## src/rtl/ddr_pkg.sv

```systemverilog
// Shared definitions for the arrow-key debouncer: default lane count,
// lane state encoding and the agreement-counter width helper.
package ddr_pkg;

    localparam int N_KEYS_DEF = 4;

    typedef enum logic {
        RELEASED = 1'b0,
        HELD     = 1'b1
    } lane_state_e;

    // Bits needed to count 0..stable_cnt consecutive differing samples.
    function automatic int cnt_width(input int stable_cnt);
        return (stable_cnt < 1) ? 1 : $clog2(stable_cnt + 1);
    endfunction

endpackage

```

## src/rtl/key_debounce_lane.sv

```systemverilog
// One key lane: 2-flop synchronizer, agreement counter, RELEASED/HELD FSM
// and, when KEY_AUTOREPEAT_EN is defined, the auto-repeat counter.
module key_debounce_lane
    import ddr_pkg::*;
#(
    parameter int STABLE_CNT   = 3,
    parameter int REPEAT_DELAY = 16,
    parameter int REPEAT_RATE  = 4
) (
    input  logic clk,
    input  logic reset,
    input  logic strobe,
    input  logic key_raw_n,
    output logic key_level,
    output logic key_press,
    output logic key_release
);

    localparam int CW = cnt_width(STABLE_CNT);

    if (STABLE_CNT < 1 || STABLE_CNT > 15 || REPEAT_DELAY < 1 || REPEAT_RATE < 1) begin : g_bad_param
        $error("key_debounce_lane: parameter out of range");
    end

    logic [1:0]    sync_q;
    logic          key_now;
    lane_state_e   state_q, state_d;
    logic [CW-1:0] cnt_q, cnt_d;
    logic          press_q, press_d;
    logic          release_q, release_d;
    logic          accept;

`ifdef KEY_AUTOREPEAT_EN
    localparam int RMAX = (REPEAT_DELAY > REPEAT_RATE) ? REPEAT_DELAY : REPEAT_RATE;
    localparam int RW   = $clog2(RMAX + 1);

    logic [RW-1:0] rep_cnt_q, rep_cnt_d;
    logic          rep_first_q, rep_first_d;
`endif

    assign key_now = ~sync_q[1];

    // NOTE: the synchronizer resets to 1 (released) so a key held through
    // reset is seen as a fresh press rather than as a level already accepted.
    // NOTE: sequential state uses non-blocking assignments so every flop
    // samples the pre-edge values, regardless of statement order.
    always_ff @(posedge clk or negedge reset) begin
        if (!reset) begin
            sync_q    <= 2'b11;
            state_q   <= RELEASED;
            cnt_q     <= '0;
            press_q   <= 1'b0;
            release_q <= 1'b0;
        end else begin
            sync_q    <= {sync_q[0], key_raw_n};
            state_q   <= state_d;
            cnt_q     <= cnt_d;
            press_q   <= press_d;
            release_q <= release_d;
        end
    end

`ifdef KEY_AUTOREPEAT_EN
    always_ff @(posedge clk or negedge reset) begin
        if (!reset) begin
            rep_cnt_q   <= '0;
            rep_first_q <= 1'b1;
        end else begin
            rep_cnt_q   <= rep_cnt_d;
            rep_first_q <= rep_first_d;
        end
    end
`endif

    // NOTE: every variable gets a default at the top of the block so no
    // path leaves it unassigned, which would otherwise infer a latch.
    always_comb begin
        state_d   = state_q;
        cnt_d     = cnt_q;
        press_d   = 1'b0;
        release_d = 1'b0;
        accept    = 1'b0;

        if (strobe) begin
            if (key_now != (state_q == HELD)) begin
                if (cnt_q == CW'(STABLE_CNT - 1)) begin
                    accept = 1'b1;
                    cnt_d  = '0;
                    if (state_q == RELEASED) begin
                        state_d = HELD;
                        press_d = 1'b1;
                    end else begin
                        state_d   = RELEASED;
                        release_d = 1'b1;
                    end
                end else begin
                    cnt_d = cnt_q + CW'(1);
                end
            end else begin
                cnt_d = '0;
            end
        end

`ifdef KEY_AUTOREPEAT_EN
        rep_cnt_d   = rep_cnt_q;
        rep_first_d = rep_first_q;
        if (accept && state_q == RELEASED) begin
            rep_cnt_d   = '0;
            rep_first_d = 1'b1;
        end else if (strobe && state_q == HELD && !accept) begin
            // A release accepted on the same strobe wins over a repeat pulse.
            rep_cnt_d = rep_cnt_q + RW'(1);
            if (rep_cnt_d == (rep_first_q ? RW'(REPEAT_DELAY) : RW'(REPEAT_RATE))) begin
                press_d     = 1'b1;
                rep_cnt_d   = '0;
                rep_first_d = 1'b0;
            end
        end
`endif
    end

    assign key_level   = (state_q == HELD);
    assign key_press   = press_q;
    assign key_release = release_q;

endmodule

```

## src/rtl/key_debouncer.sv

```systemverilog
// Arrow-key debouncer top: shared sample strobe from tick_src rising edges
// feeding N_KEYS independent lanes. Auto-repeat enabled by KEY_AUTOREPEAT_EN.
module key_debouncer
    import ddr_pkg::*;
#(
    parameter int N_KEYS       = N_KEYS_DEF,
    parameter int STABLE_CNT   = 3,
    parameter int REPEAT_DELAY = 16,
    parameter int REPEAT_RATE  = 4
) (
    input  logic              clk,
    input  logic              reset,
    input  logic              tick_src,
    input  logic [N_KEYS-1:0] key_raw_n,
    output logic [N_KEYS-1:0] key_level,
    output logic [N_KEYS-1:0] key_press,
    output logic [N_KEYS-1:0] key_release
);

    logic tick_q;
    logic strobe;

    // Edge register resets high so releasing reset while tick_src is high
    // waits for the next true rising edge.
    always_ff @(posedge clk or negedge reset) begin
        if (!reset) tick_q <= 1'b1;
        else        tick_q <= tick_src;
    end

    assign strobe = tick_src & ~tick_q;

    for (genvar i = 0; i < N_KEYS; i++) begin : g_lane
        key_debounce_lane #(
            .STABLE_CNT  (STABLE_CNT),
            .REPEAT_DELAY(REPEAT_DELAY),
            .REPEAT_RATE (REPEAT_RATE)
        ) u_lane (
            .clk        (clk),
            .reset      (reset),
            .strobe     (strobe),
            .key_raw_n  (key_raw_n[i]),
            .key_level  (key_level[i]),
            .key_press  (key_press[i]),
            .key_release(key_release[i])
        );
    end

endmodule

```

## config.mk

```make
export PLATFORM = sky130hd
export DESIGN_NAME = key_debouncer
export DESIGN_NICKNAME = d
export VERILOG_FILES = /design/src/rtl/ddr_pkg.sv /design/src/rtl/key_debounce_lane.sv /design/src/rtl/key_debouncer.sv
export SDC_FILE = /design/constraint.sdc
export NUM_CORES = 1
export LEC_CHECK = 0
export CAP_MARGIN = 20
export CORE_MARGIN = 4
export CORE_UTILIZATION = 50
export CTS_CLUSTER_SIZE = 30
export DETAILED_ROUTE_END_ITERATION = 7
export GPL_ROUTABILITY_DRIVEN = 0
export PLACE_DENSITY = 0.76
export SLEW_MARGIN = 10
export SYNTH_ARGS = -nofsm -noshare
export SYNTH_HDL_FRONTEND = slang
export SYNTH_HIERARCHICAL = 1
export SYNTH_SLANG_ARGS = --single-unit
```

## constraint.sdc

```tcl
create_clock -name clk -period 1.94 [get_ports clk]
set_clock_uncertainty 0.2 [all_clocks]
set_input_delay 0.388 -clock clk [delete_from_list [all_inputs] [get_ports clk]]
set_output_delay 0.388 -clock clk [all_outputs]
set_load 0.03 [all_outputs]
```

==> reports/results.tsv <==
metric	value	unit
cell-by-cell trace of the critical path	clkdlybuf4s50_1	
# hold bufs at CTS	0	
total congestion overflow	0	
post-layout minimum cycle time	1.89	ns
worst slew pin tran	0.343	ns
YS warnings	6	
initial antenna violation count	0	
sum of buffers and inverters on the critical path	1	
total clock sinks	29	
antenna violation net count after detailed routing	0	
delay of the slowest cell on the worst path	0.66	ns
max-capacitance violation count	0	
areal power density over the cells	1220	mW/mm^2
Clk pin slew, worst setup/hold paths	0.08	ns
R2R Path End	g_lane[2].u_lane/key_level$_DFFE_PN0P_	
Area growth syn-to-layout	30.6	%
drt initial violations	10	
Crit path max-delay family	buffers and inverters	
filler instances	148	
syn_nets	89	
Core Box Area	0.00200	sq mm
capturing element type of the critical path	output pin	
final total negative setup slack	0	ns
Longest Clk Path Bufs	2	
Post-CTS Resized	4	
proportion of synthesized chip area in sequential cells	69.1	%
start point of the worst min-delay path	g_lane[1].u_lane/sync_q[0]$_DFF_PN1_	
initial standard-cell utilization of the core	53.2	%
Static Leakage	0.768	nW
first-pass GRT wire length	3000	um
DRC viols	0	
number of optimization iterations in the first detailed-route pass	3	
level count of the clock H-tree	2	
Gate Count Post-Synth	82	
Max stage delay cell, worst path	sky130_fd_sc_hd__clkdlybuf4s50_1	
share of cells above drive strength 1	19.6	%
via count of the first global-routing pass	705	
Post-Syn Area per Cell	13.0	sq um
count of pins on the block boundary	19	
Worst R2R Path Depth	4	
height of the chip	54.2	um
arrival time of the worst setup path	1.30	ns
wirelength, routed	1730	um
Inserted Clock Buffers	5	
DPL Wire Length	1240	um
aggregate global-route resource usage	15.3	%
Tightest Hold Check Type	reg2reg	
pin count of the biggest net entering global routing	30	
maximum VDD drop	0.000695	V
status	finished, final reports clean	
detailed-route vias per instance	4.98	
maximum fanout along the worst path	1	
Crit Path Category	reg2out	
Cell variety after synth	12	
Netlist Area Pre-Place	0.00107	sq mm
Tcrit/Tclk final	97.5	%
Worst-Skew Late Latency	0.33	ns
Slew headroom	77.1	%
kind of start point of the critical path	flop	
total number of vias	692	
Setup violations, final	0	
register-to-register path setup slack	0.56	ns
row cnt	16	
Slew Viols, Final	0	
RR Startpoint	tick_q$_DFF_PN1_	
area of the die	0.00293	sq mm
floorplan die width	54.2	um
Worst Hold Path Cells	0	
worst hold slack	0.159	ns
destination of the worst hold path	g_lane[1].u_lane/sync_q[1]$_DFF_PN1_	
required time at the endpoint of the critical path	1.35	ns
quantity of I/O buffers inserted on ports	18	
average routed wire per standard cell	12.5	um
buffer count from post-CTS setup fixing	0	
number of antenna cells inserted	0	
CTS tree	yes	
unrepaired setup endpoints after global routing	no	
worst setup slack after layout	0.0492	ns
number of nets at the end of the flow	118	
Final Hold Fails	0	
setup slack after placement	0.0309	ns
peak clock frequency supported by timing	529	MHz
Seq cells post-synth	29	
root buffer selected by CTS	sky130_fd_sc_hd__clkbuf_4	
## stage by stage
stage / util, % / area [sq um] / std cells / power [mW]
after floorplan: - / 1070 / 82 / 1.15
after global placement: 65.4 / 1310 / 131 / 1.30
after detailed placement: 65.4 / 1310 / 131 / 1.34
after CTS: 68.7 / 1380 / 139 / 1.73
after global routing: 69.6 / 1390 / 139 / 1.81
final: 69.6 / 1390 / 139 / 1.70
## worst max-delay path by stage
stage,from,to,depth (start not counted)
global route,g_lane[2].u_lane/key_press$_DFF_PN0_,key_press[2],1
CTS,g_lane[0].u_lane/key_release$_DFF_PN0_,key_release[0],1
floorplan,tick_src,g_lane[0].u_lane/cnt_q[0]$_DFFE_PN0P_,3
global placement,tick_src,g_lane[1].u_lane/cnt_q[0]$_DFFE_PN0P_,4
detailed placement,tick_src,g_lane[2].u_lane/key_level$_DFFE_PN0P_,5
finish,g_lane[2].u_lane/key_press$_DFF_PN0_,key_press[2],1
## power by group
part           internal (mW)  total [mW]  switching [mW]
registers              0.737       0.869           0.132
clock network          0.210       0.412           0.203
logic                  0.190       0.420           0.230
## layout make-up
type | instances | area, sq um | area share [%]
timing repair buffer | 22 | 223 | 16.0
clock inverter | 1 | 5.00 | 0.359
tap | 27 | 33.8 | 2.43
multi-input combinational | 41 | 284 | 20.4
sequential | 29 | 737 | 52.9
inverter | 12 | 45.0 | 3.23
clock buffer | 7 | 65.1 | 4.67
## metal layers
metal | GRT usage [%] | vias up | share of wire, %
met1 | 15.8 | 335 | 41
li1 | - | 335 | -
met3 | 8.31 | 7 | 6.3
met4 | 7.47 | 0 | 2.4
met2 | 24.9 | 15 | 50
met5 | 0 | - | 0
## layout by cell type (no fill, tap or decap)
cell                              instances
sky130_fd_sc_hd__o22ai_1                  8
sky130_fd_sc_hd__xor2_1                   4
sky130_fd_sc_hd__dfstp_2                  9
sky130_fd_sc_hd__inv_1                   12
sky130_fd_sc_hd__nand3b_1                 8
sky130_fd_sc_hd__nand2_1                  4
sky130_fd_sc_hd__clkdlybuf4s50_1          7
sky130_fd_sc_hd__dlygate4sd2_1            4
sky130_fd_sc_hd__or3b_1                   4
sky130_fd_sc_hd__dlymetal6s2s_1           7
sky130_fd_sc_hd__dfrtp_1                 20
sky130_fd_sc_hd__nor2b_4                  1
sky130_fd_sc_hd__clkbuf_8                 2
sky130_fd_sc_hd__buf_4                    4
sky130_fd_sc_hd__clkbuf_4                 5
sky130_fd_sc_hd__nor2_1                   4
sky130_fd_sc_hd__mux2i_1                  4
sky130_fd_sc_hd__nor3_1                   4
sky130_fd_sc_hd__clkinv_2                 1
## synth_stat cells
| library cell | n | area share [%] |
|---|---|---|
| sky130_fd_sc_hd__nand3b_1 | 8 | 5.6 |
| sky130_fd_sc_hd__mux2i_1 | 4 | 3.8 |
| sky130_fd_sc_hd__xor2_1 | 4 | 3.3 |
| sky130_fd_sc_hd__dfstp_2 | 9 | 22 |
| sky130_fd_sc_hd__dfrtp_1 | 20 | 47 |
| sky130_fd_sc_hd__or3b_1 | 4 | 3.3 |
| sky130_fd_sc_hd__nor2b_4 | 1 | 1.3 |
| sky130_fd_sc_hd__nor2_1 | 4 | 1.4 |
| sky130_fd_sc_hd__nor3_1 | 4 | 1.9 |
| sky130_fd_sc_hd__o22ai_1 | 8 | 4.7 |
| sky130_fd_sc_hd__inv_1 | 12 | 4.2 |
| sky130_fd_sc_hd__nand2_1 | 4 | 1.4 |
## logic make-up after synthesis
| group | synth area share (%) |
|---|---|
| simple gates | 14.9 |
| buf+inv | 4.23 |
| mux | 3.76 |
| compound gates | 4.70 |
| flops | 69.1 |
| xor+xnor | 3.29 |
## registers in the layout (all words and copies together) (netlist names)
signal                     flops
g_lane.u_lane/cnt_q            8
tick_q                         1
g_lane.u_lane/sync_q           8
g_lane.u_lane/key_press        4
g_lane.u_lane/key_level        4
g_lane.u_lane/key_release      4
Note: power is estimated with default switching activity, not from simulation.
